File: src/rtl/counter_sched_if.sv
// -----------------------------------------------------------------------------
// counter_sched_if
// Bundles the signals between the round-robin counter scheduler, its
// requesters and the shared free-running counter.
//
//   req        requester -> sched  per-requester request level
//   limit      requester -> sched  per-requester terminal count, WIDTH bits each
//   count      counter   -> sched  current value of the shared counter
//   cnt_clear  sched     -> counter synchronous clear of the shared counter
//   gnt        sched     -> requester one-hot grant (or all zero)
//   done       sched     -> requester one-cycle completion pulse
//   busy       sched     -> any      high while a job is running or clearing
//
// Modports:
//   slave  : the scheduler's view
//   master : the environment's view (requesters plus the counter)
// -----------------------------------------------------------------------------
interface counter_sched_if #(
   parameter int NREQ  = 2,
   parameter int WIDTH = 8
);
   logic [NREQ-1:0]       req;
   logic [NREQ*WIDTH-1:0] limit;
   logic [WIDTH-1:0]      count;
   logic                  cnt_clear;
   logic [NREQ-1:0]       gnt;
   logic [NREQ-1:0]       done;
   logic                  busy;

   modport slave (
      input  req,
      input  limit,
      input  count,
      output cnt_clear,
      output gnt,
      output done,
      output busy
   );

   modport master (
      output req,
      output limit,
      output count,
      input  cnt_clear,
      input  gnt,
      input  done,
      input  busy
   );
endinterface

File: src/rtl/counter_sched.sv
// -----------------------------------------------------------------------------
// counter_sched
// Round-robin scheduler sharing one free-running counter among NREQ
// requesters. A granted requester gets the counter for limit+1 clocks; the
// scheduler watches count reach the latched limit, pulses done for one cycle,
// then spends one cycle holding the counter in clear before re-arbitrating.
//
// Ports:
//   clock  rising-edge clock
//   clear  synchronous active-high reset
//   bus    counter_sched_if.slave : req, limit, count in;
//                                   cnt_clear, gnt, done, busy out
//
// cnt_clear, gnt and done are registered; busy decodes the state register.
// -----------------------------------------------------------------------------
module counter_sched #(
   parameter int NREQ  = 2,
   parameter int WIDTH = 8
) (
   input  logic            clock,
   input  logic            clear,
   counter_sched_if.slave  bus
);
   localparam int PTR_W = (NREQ > 1) ? $clog2(NREQ) : 1;

   typedef enum logic [1:0] {
      IDLE = 2'd0,
      RUN  = 2'd1,
      CLR  = 2'd2
   } state_t;

   state_t            state_q, state_d;
   logic [PTR_W-1:0]  ptr_q, ptr_d;      // round-robin search start
   logic [PTR_W-1:0]  own_q, own_d;      // index of the granted requester
   logic [WIDTH-1:0]  lim_q, lim_d;      // limit frozen at the grant edge
   logic [NREQ-1:0]   gnt_q, gnt_d;
   logic [NREQ-1:0]   done_q, done_d;
   logic              cnt_clear_q, cnt_clear_d;

   // Per-requester view of the packed limit bus
   logic [WIDTH-1:0]  lim_arr [NREQ];

   generate
      for (genvar gi = 0; gi < NREQ; gi++) begin : g_lim
         assign lim_arr[gi] = bus.limit[gi*WIDTH +: WIDTH];
      end
   endgenerate

   // Round-robin pick: scan offsets from the far end downwards so the
   // candidate closest to ptr is the last one written and therefore wins.
   logic [PTR_W-1:0]  sel_idx;
   logic              sel_vld;
   logic [PTR_W-1:0]  sel_nxt;

   always_comb begin
      int cand;
      cand    = 0;
      sel_idx = '0;
      sel_vld = 1'b0;
      for (int off = NREQ - 1; off >= 0; off--) begin
         cand = int'(ptr_q) + off;
         if (cand >= NREQ) begin
            cand = cand - NREQ;
         end
         if (bus.req[PTR_W'(cand)]) begin
            sel_idx = PTR_W'(cand);
            sel_vld = 1'b1;
         end
      end
   end

   // Pointer advances to the requester after the one just granted
   assign sel_nxt = (sel_idx == PTR_W'(NREQ - 1)) ? '0 : sel_idx + 1'b1;

   always_comb begin
      state_d     = state_q;
      ptr_d       = ptr_q;
      own_d       = own_q;
      lim_d       = lim_q;
      gnt_d       = gnt_q;
      done_d      = done_q;
      cnt_clear_d = cnt_clear_q;

      case (state_q)
         IDLE: begin
            gnt_d       = '0;
            done_d      = '0;
            cnt_clear_d = 1'b1;
            if (sel_vld) begin
               own_d          = sel_idx;
               lim_d          = lim_arr[sel_idx];
               gnt_d[sel_idx] = 1'b1;
               cnt_clear_d    = 1'b0;
               ptr_d          = sel_nxt;
               state_d        = RUN;
            end
         end

         RUN: begin
            // A dropped request ends the grant quietly, even if the
            // terminal count was reached in the same cycle.
            if (!bus.req[own_q]) begin
               gnt_d       = '0;
               cnt_clear_d = 1'b1;
               state_d     = CLR;
            end else if (bus.count == lim_q) begin
               done_d        = '0;
               done_d[own_q] = 1'b1;
               gnt_d         = '0;
               cnt_clear_d   = 1'b1;
               state_d       = CLR;
            end
         end

         CLR: begin
            gnt_d       = '0;
            done_d      = '0;
            cnt_clear_d = 1'b1;
            state_d     = IDLE;
         end

         default: begin
            gnt_d       = '0;
            done_d      = '0;
            cnt_clear_d = 1'b1;
            state_d     = IDLE;
         end
      endcase
   end

   always_ff @(posedge clock) begin
      if (clear) begin
         state_q     <= IDLE;
         ptr_q       <= '0;
         own_q       <= '0;
         lim_q       <= '0;
         gnt_q       <= '0;
         done_q      <= '0;
         cnt_clear_q <= 1'b1;
      end else begin
         state_q     <= state_d;
         ptr_q       <= ptr_d;
         own_q       <= own_d;
         lim_q       <= lim_d;
         gnt_q       <= gnt_d;
         done_q      <= done_d;
         cnt_clear_q <= cnt_clear_d;
      end
   end

   assign bus.gnt       = gnt_q;
   assign bus.done      = done_q;
   assign bus.cnt_clear = cnt_clear_q;
   assign bus.busy      = (state_q == RUN) || (state_q == CLR);

endmodule

File: src/flat_wrapper.sv
// flat-port wrapper written by rule: the top's interface ports become plain ports
module counter_sched_flat 
#(
   parameter int NREQ  = 2,
   parameter int WIDTH = 8
)
  (clock, clear, bus_req, bus_limit, bus_count, bus_cnt_clear, bus_gnt, bus_done, bus_busy);
  counter_sched_if #(.NREQ(NREQ), .WIDTH(WIDTH)) bus_i ();
  input  logic clock;
  input  logic clear;
  input wire logic [$bits(bus_i.req)-1:0] bus_req;
  input wire logic [$bits(bus_i.limit)-1:0] bus_limit;
  input wire logic [$bits(bus_i.count)-1:0] bus_count;
  output wire logic [$bits(bus_i.cnt_clear)-1:0] bus_cnt_clear;
  output wire logic [$bits(bus_i.gnt)-1:0] bus_gnt;
  output wire logic [$bits(bus_i.done)-1:0] bus_done;
  output wire logic [$bits(bus_i.busy)-1:0] bus_busy;
  assign bus_i.req = bus_req;
  assign bus_i.limit = bus_limit;
  assign bus_i.count = bus_count;
  assign bus_cnt_clear = bus_i.cnt_clear;
  assign bus_gnt = bus_i.gnt;
  assign bus_done = bus_i.done;
  assign bus_busy = bus_i.busy;
  counter_sched #(.NREQ(NREQ), .WIDTH(WIDTH)) u_core (.clock(clock), .clear(clear), .bus(bus_i));
endmodule
File: config.mk
export PLATFORM = sky130hd
export DESIGN_NAME = counter_sched_flat
export DESIGN_NICKNAME = d
export VERILOG_FILES = /design/src/rtl/counter_sched_if.sv /design/src/rtl/counter_sched.sv /design/src/flat_wrapper.sv
export SDC_FILE = /design/constraint.sdc
export NUM_CORES = 1
export LEC_CHECK = 0
export BUFFER_PORTS_ARGS = -buffer_cell sky130_fd_sc_hd__buf_2
export CORE_MARGIN = 2
export CORE_UTILIZATION = 50
export DETAILED_ROUTE_END_ITERATION = 10
export GPL_TIMING_DRIVEN = 0
export PLACE_DENSITY = 0.8
export SLEW_MARGIN = 20
export SYNTH_ARGS = -nofsm -noshare
export SYNTH_HDL_FRONTEND = slang
export SYNTH_SLANG_ARGS = --single-unit
File: constraint.sdc
create_clock -name clock -period 2.1 [get_ports clock]
set_clock_uncertainty 0.05 [all_clocks]
set_input_delay 0.315 -clock clock [delete_from_list [all_inputs] [get_ports clock]]
set_output_delay 0.315 -clock clock [all_outputs]
set_load 0.01 [all_outputs]
# Yosys cells after proc, flatten, opt, wreduce, memory -nomap -nowiden
# Index checks and enable logic that the tools add are counted.
[word_totals]
ff_bits = 17
output_inout_bits = 6
inputBits = 28
word_cells = 67
[op_classes]
muxes = 32
order_cmp = 9
reduce_logical = 8
bitwise_logic = 2
n_addsub = 4
n_eq_ne = 5
[ops]
columns = ["op", "n"]
rows = [
  ["8-bit two-way mux", 3],
  ["1-bit two-way mux", 18],
  ["2-bit two-way mux", 6],
  ["8-bit equality test", 1],
  ["2-bit one-hot mux with 2 select lines", 2],
  ["1-bit by 3-bit less-than comparator with 1-bit output (second input constant)", 2],
  ["2-bit AND reduction", 3],
  ["2-bit greater-or-equal comparator (second input constant)", 2],
  ["1-bit by 2-bit less-than comparator with 1-bit output (second input constant)", 2],
  ["3-bit != test (second input constant)", 1],
  ["1-bit by 1-bit adder with 2-bit output (second input constant)", 1],
  ["1-bit demux with 1-bit select", 2],
  ["2-bit by 1-bit equality test with 1-bit output (second input constant)", 1],
  ["2-bit equality test (second input constant)", 1],
  ["1-bit greater-or-equal comparator (second input constant)", 2],
  ["1-bit by 2-bit greater-or-equal comparator with 1-bit output (second input constant)", 1],
  ["1-bit logical AND", 2],
  ["2-bit logical NOT", 1],
  ["2-bit by 1-bit != test with 1-bit output (second input constant)", 1],
  ["1-bit inverter with 2-bit output", 1],
  ["1-bit one-hot mux with 2 select lines", 1],
  ["2-bit OR reduction", 1],
  ["1-bit subtractor (second input constant)", 2],
  ["1-bit adder (second input constant)", 1],
  ["other kinds (2)", 2],
]

# Longest topological paths before layout
[logic_depth]
ltp_word = 14
mapped_depth = 7
depth_no_buf = 6

# Worst setup path after synthesis
# No wires, ideal clock.
[synth_timing]
path_kind = "register to register"
startpoint = "register u_core.lim_q[3]"
endpoint = "register u_core.gnt_q[0] (netlist: u_core.bus.gnt[0])"
period_less_slack_ns = 1.469
setup_ns = 0.121
arrival_time_ns = 1.298
stages_incl_launch_ff = 5
setup_slack_ns = 0.631
cell_sequence = "dfxtp_1 -> xor2_1 -> nor4_4 -> a21oi_2 -> mux2_4"
[synth_between]
elab_chain_len = 2
[synth_rtl]
columns = ["item", "line_no", "rtl"]
rows = [
  ["start, declared", "counter_sched.sv:35", "logic [WIDTH-1:0] lim_q, lim_d;"],
  ["start signal, assigned", "counter_sched.sv:144", "lim_q <= lim_d;"],
  ["8-bit equality test", "counter_sched.sv:106", "end else if (bus.count == lim_q) begin"],
  ["3-bit != test (no line)", "n/a", ""],
  ["end signal, assigned", "counter_sched.sv:145", "gnt_q <= gnt_d;"],
  ["end, declared", "counter_sched.sv:36", "logic [NREQ-1:0] gnt_q, gnt_d;"],
]
# Every way passes these cells.
# A chain may end at the register's enable or synchronous reset.

# Worst setup path in the final report
[layout_timing]
startpoint = "register u_core.state_q[1]"
endpoint = "register u_core.gnt_q[1] (netlist: u_core.bus.gnt[1])"
[layout_between]
elab_chain_len = 2
word_cells_on_any_way = 4
classes_between = "2 x eq/ne; 1 x mux; 1 x reduce/logical"
[layout_rtl]
columns = ["item", "line_no", "rtl"]
rows = [
  ["start, declared", "counter_sched.sv:32", "state_t state_q, state_d;"],
  ["start signal, assigned", "counter_sched.sv:141", "state_q <= state_d;"],
  ["2-bit by 1-bit equality test with 1-bit output / 2-bit logical NOT (equally long branches)", "counter_sched.sv:84", "case (state_q)"],
  ["2-bit one-hot mux with 2 select lines / 3-bit != test (equally long branches)", "n/a", ""],
]
# Several ways; a longest one is shown, not always the timed one.

==> metrics.txt <==
PD cells=1019 mW/mm^2; synth warn=0; Finished Layout Cells=164; Yosys top cell by area=dfxtp_1; CTS tree=done; Fillers=153; row count=15; top-area cell type share of the netlist area=between 30% and 40%; Area Growth Syn to Fin=22.57%; crit path max fanout=10; leading post-synthesis cells by cell area=dfxtp_1 35%, mux2i_1 10%, xor2_1 7.3%; Residual DRC=0; period utilization=between 80% and 90%; CP startpoint kind=flip-flop; Root Buffer=clkbuf_4; total iterations of the first detailed-routing run=4; largest family of logic cells by synthesized area=simple AND/OR/NAND/NOR gates; ant diodes=0; Final setup viols=0; Cell Area, Synth=964.7 um^2; largest net degree at the start of global routing=11; vias in the first global route=a little over 800; Netlist cell types=30; clk slew on worst S/H paths=~0.11 ns; dominant cell by count in the synthesized netlist=dfxtp_1; mux contribution to synthesized area=between 10% and 20%; total number of vias=slightly below 900; average size of a mapped cell=~9.4 um^2; Commonest cells post-synth=17 x dfxtp_1, 11 x nor2_1, 10 x mux2i_1; routed len/inst=~13 um; GR Overflow Total=0; clock share of power=between 10% and 20%; Net Sw Power=483.2 uW; Chip Width=about 48 um; reg2reg setup slack=roughly 0.32 ns; final core utilization=between 60% and 70%; post-place instance area=roughly 0.0012 mm^2; vias per inst=5.335; first-pass GRT wire length=roughly 3400 um; share of total power in combinational logic=between 40% and 50%; CTS max path bufs=2; hold_buf cts=0; Routed Wire Length=2133 um; initial antenna violation count=0; Syn Nets=around 140; post-synthesis compound-gate area fraction=around 15%; Synth Register Bits=17; Post-Synth Simple-Gate Area=roughly a fifth; total power=1.205 mW; total track usage=21.76%; Final nets=172; Reg power frac=38.9%; register area share after synthesis=35.28%; Max rail drop VDD=0.5810 mV; cell family with most CP delay=buffers and inverters; minimum clock period=roughly 1.8 ns; layout cells sized above 1=30.22%; worst skew pair latency=~0.30 ns; fin area=about 0.0012 mm^2; htree depth=1; fin. max-slew vios=0; Post-Syn Instances=approximately 100; Req. time, crit path=2.28 ns; Ports=34; initial core utilization=between 50% and 60%; FMAX=562.6 MHz; CP Buf/Inv Count=3; Net Sw Frac=between 40% and 50%; Die Height=around 48 um; Slowest-stage cell, CP=buf_1; setup TNS=0 ns; worst slew pin tran=between 0.4 and 0.5 ns; Min-Delay Path Class=in -> reg; Setup Buffers After CTS=0; post-DP HPWL=between 1500 and 2000 um; initial DRC count=22; adder-cell share of the synthesized area=under 10%; unrepaired setup endpoints after global routing=no; status=completed; Post-synth EDFFs=0; Worst setup EP type=flip-flop; Die Area=0.002297 mm^2; CTS Sinks=17; CP Cell Sequence=inv_1 > ha_1 > and2_1 > buf_2 > buf_1 > nand3_1 > mux2i_1; slowest stage delay, CP=between 0.3 and 0.4 ns; Routed Antenna Nets=0; PostCTS Resize Cnt=0; P_int=between 700 and 800 uW; DP Cell Count=160; P_leak=between 0.5 and 0.6 nW; IO Port Bufs=32; crit path kind=reg -> reg; cts bufs inserted=3; async set or reset register ratio after synthesis=0%; Synth Area in XOR/XNOR=about 8.2%; core area=0.001764 mm^2; Primary FF master, synth=dfxtp_1; final count of hold timing violations=0; GP Congestion=0.8282; max-cap viol count=0; Worst Path Arrival=1.96 ns; max_slew headroom=71.02%
[kinds of logic after synthesis]
| group | count (synthesis) |
|---|---|
| AO/OA/AOI/OAI | 20 |
| XOR/XNOR | 9 |
| adder cells (fa/ha/maj) | 4 |
| buffers and inverters | 8 |
| flip-flops | 17 |
| multiplexers | 11 |
| AND/OR/NAND/NOR | 34 |
[layout by cell type, fill, tap and decap left out, types with 2 or more instances in the layout]
master    synthesis  routed
ha_1              4       4
mux2i_1          10      10
nand2_1           7       7
a31oi_1           2       2
a32oi_1           2       2
a211oi_1          9       9
buf_2             2      34
nor2_1           11      11
nor2b_1           4       4
and2_1            2       2
xor2_1            8       8
nor4_4            2       2
dfxtp_1          17      17
clkbuf_1          2       3
inv_1             3       3
nor3b_1           2       2
clkbuf_4          0       3
nand3_1           3       3
[stage by stage]
| stage | setup WS (ns) | hold slack, ns |
|---|---|---|
| finish | 0.3227 | 0.2914 |
| global route | 0.1859 | 0.2993 |
| CTS | 0.3305 | 0.2993 |
| detailed placement | 0.3612 | 0.4088 |
| global placement | 0.3943 | 0.3974 |
| floorplan | 0.6312 | 0.4136 |
[cell type report]
type	count	area (um^2)	area share, %
multi-input cells	78	591.8	50.05
flip-flops and latches	17	340.3	28.78
clock buffers	4	26.28	2.222
inverters	3	11.26	0.9524
plain buffers	5	21.27	1.799
repair buffers	32	160.2	13.55
well taps	25	31.28	2.646
[final timing paths]
| kind | depth (start not counted) | to | start |
|---|---|---|---|
| worst max register to register | 7 | u_core.bus.gnt[1]$_SDFFE_PP0P_ | u_core.state_q[1]$_SDFFE_PP0P_ |
| worst min-delay path | 3 | u_core.lim_q[2]$_SDFFE_PP0P_ | bus_limit[2] |
| worst max-delay path | 7 | u_core.bus.gnt[1]$_SDFFE_PP0P_ | u_core.state_q[1]$_SDFFE_PP0P_ |
| worst min register to register | 2 | u_core.bus.gnt[1]$_SDFFE_PP0P_ | u_core.bus.gnt[1]$_SDFFE_PP0P_ |
[power by group through the flow]
stage	sequential, mW	combinational, mW	clock (mW)
floorplan	0.469	0.417	0
global placement	0.472	0.524	0
global route	0.478	0.609	0.198
CTS	0.468	0.555	0.183
finish	0.468	0.552	0.184
detailed placement	0.476	0.552	0
[sequential cells by signal, indices dropped and copies added (netlist names)]
name                  cells
u_core.bus.gnt            2
u_core.state_q            2
u_core.bus.done           2
u_core.own_q              1
u_core.lim_q              8
u_core.bus.cnt_clear      1
u_core.ptr_q              1
[routing by layer]
metal	vias up	share of wire [%]	track usage (%)	wire length, um
li1	441	-	-	-
met1	403	41	26.36	874
met2	29	52	36.80	1109
met3	2	6.3	6.792	134
met4	0	0.66	6.486	14
met5	-	0	0	0
[worst reg2reg max path, stage by stage (launching register included)]
cell and delay [ns]:
dfxtp_1 0.34, inv_1 0.13, ha_1 0.21, and2_1 0.13
buf_2 0.22, buf_1 0.37, nand3_1 0.13, mux2i_1 0.13
Note: power is estimated with default switching activity, not from simulation.
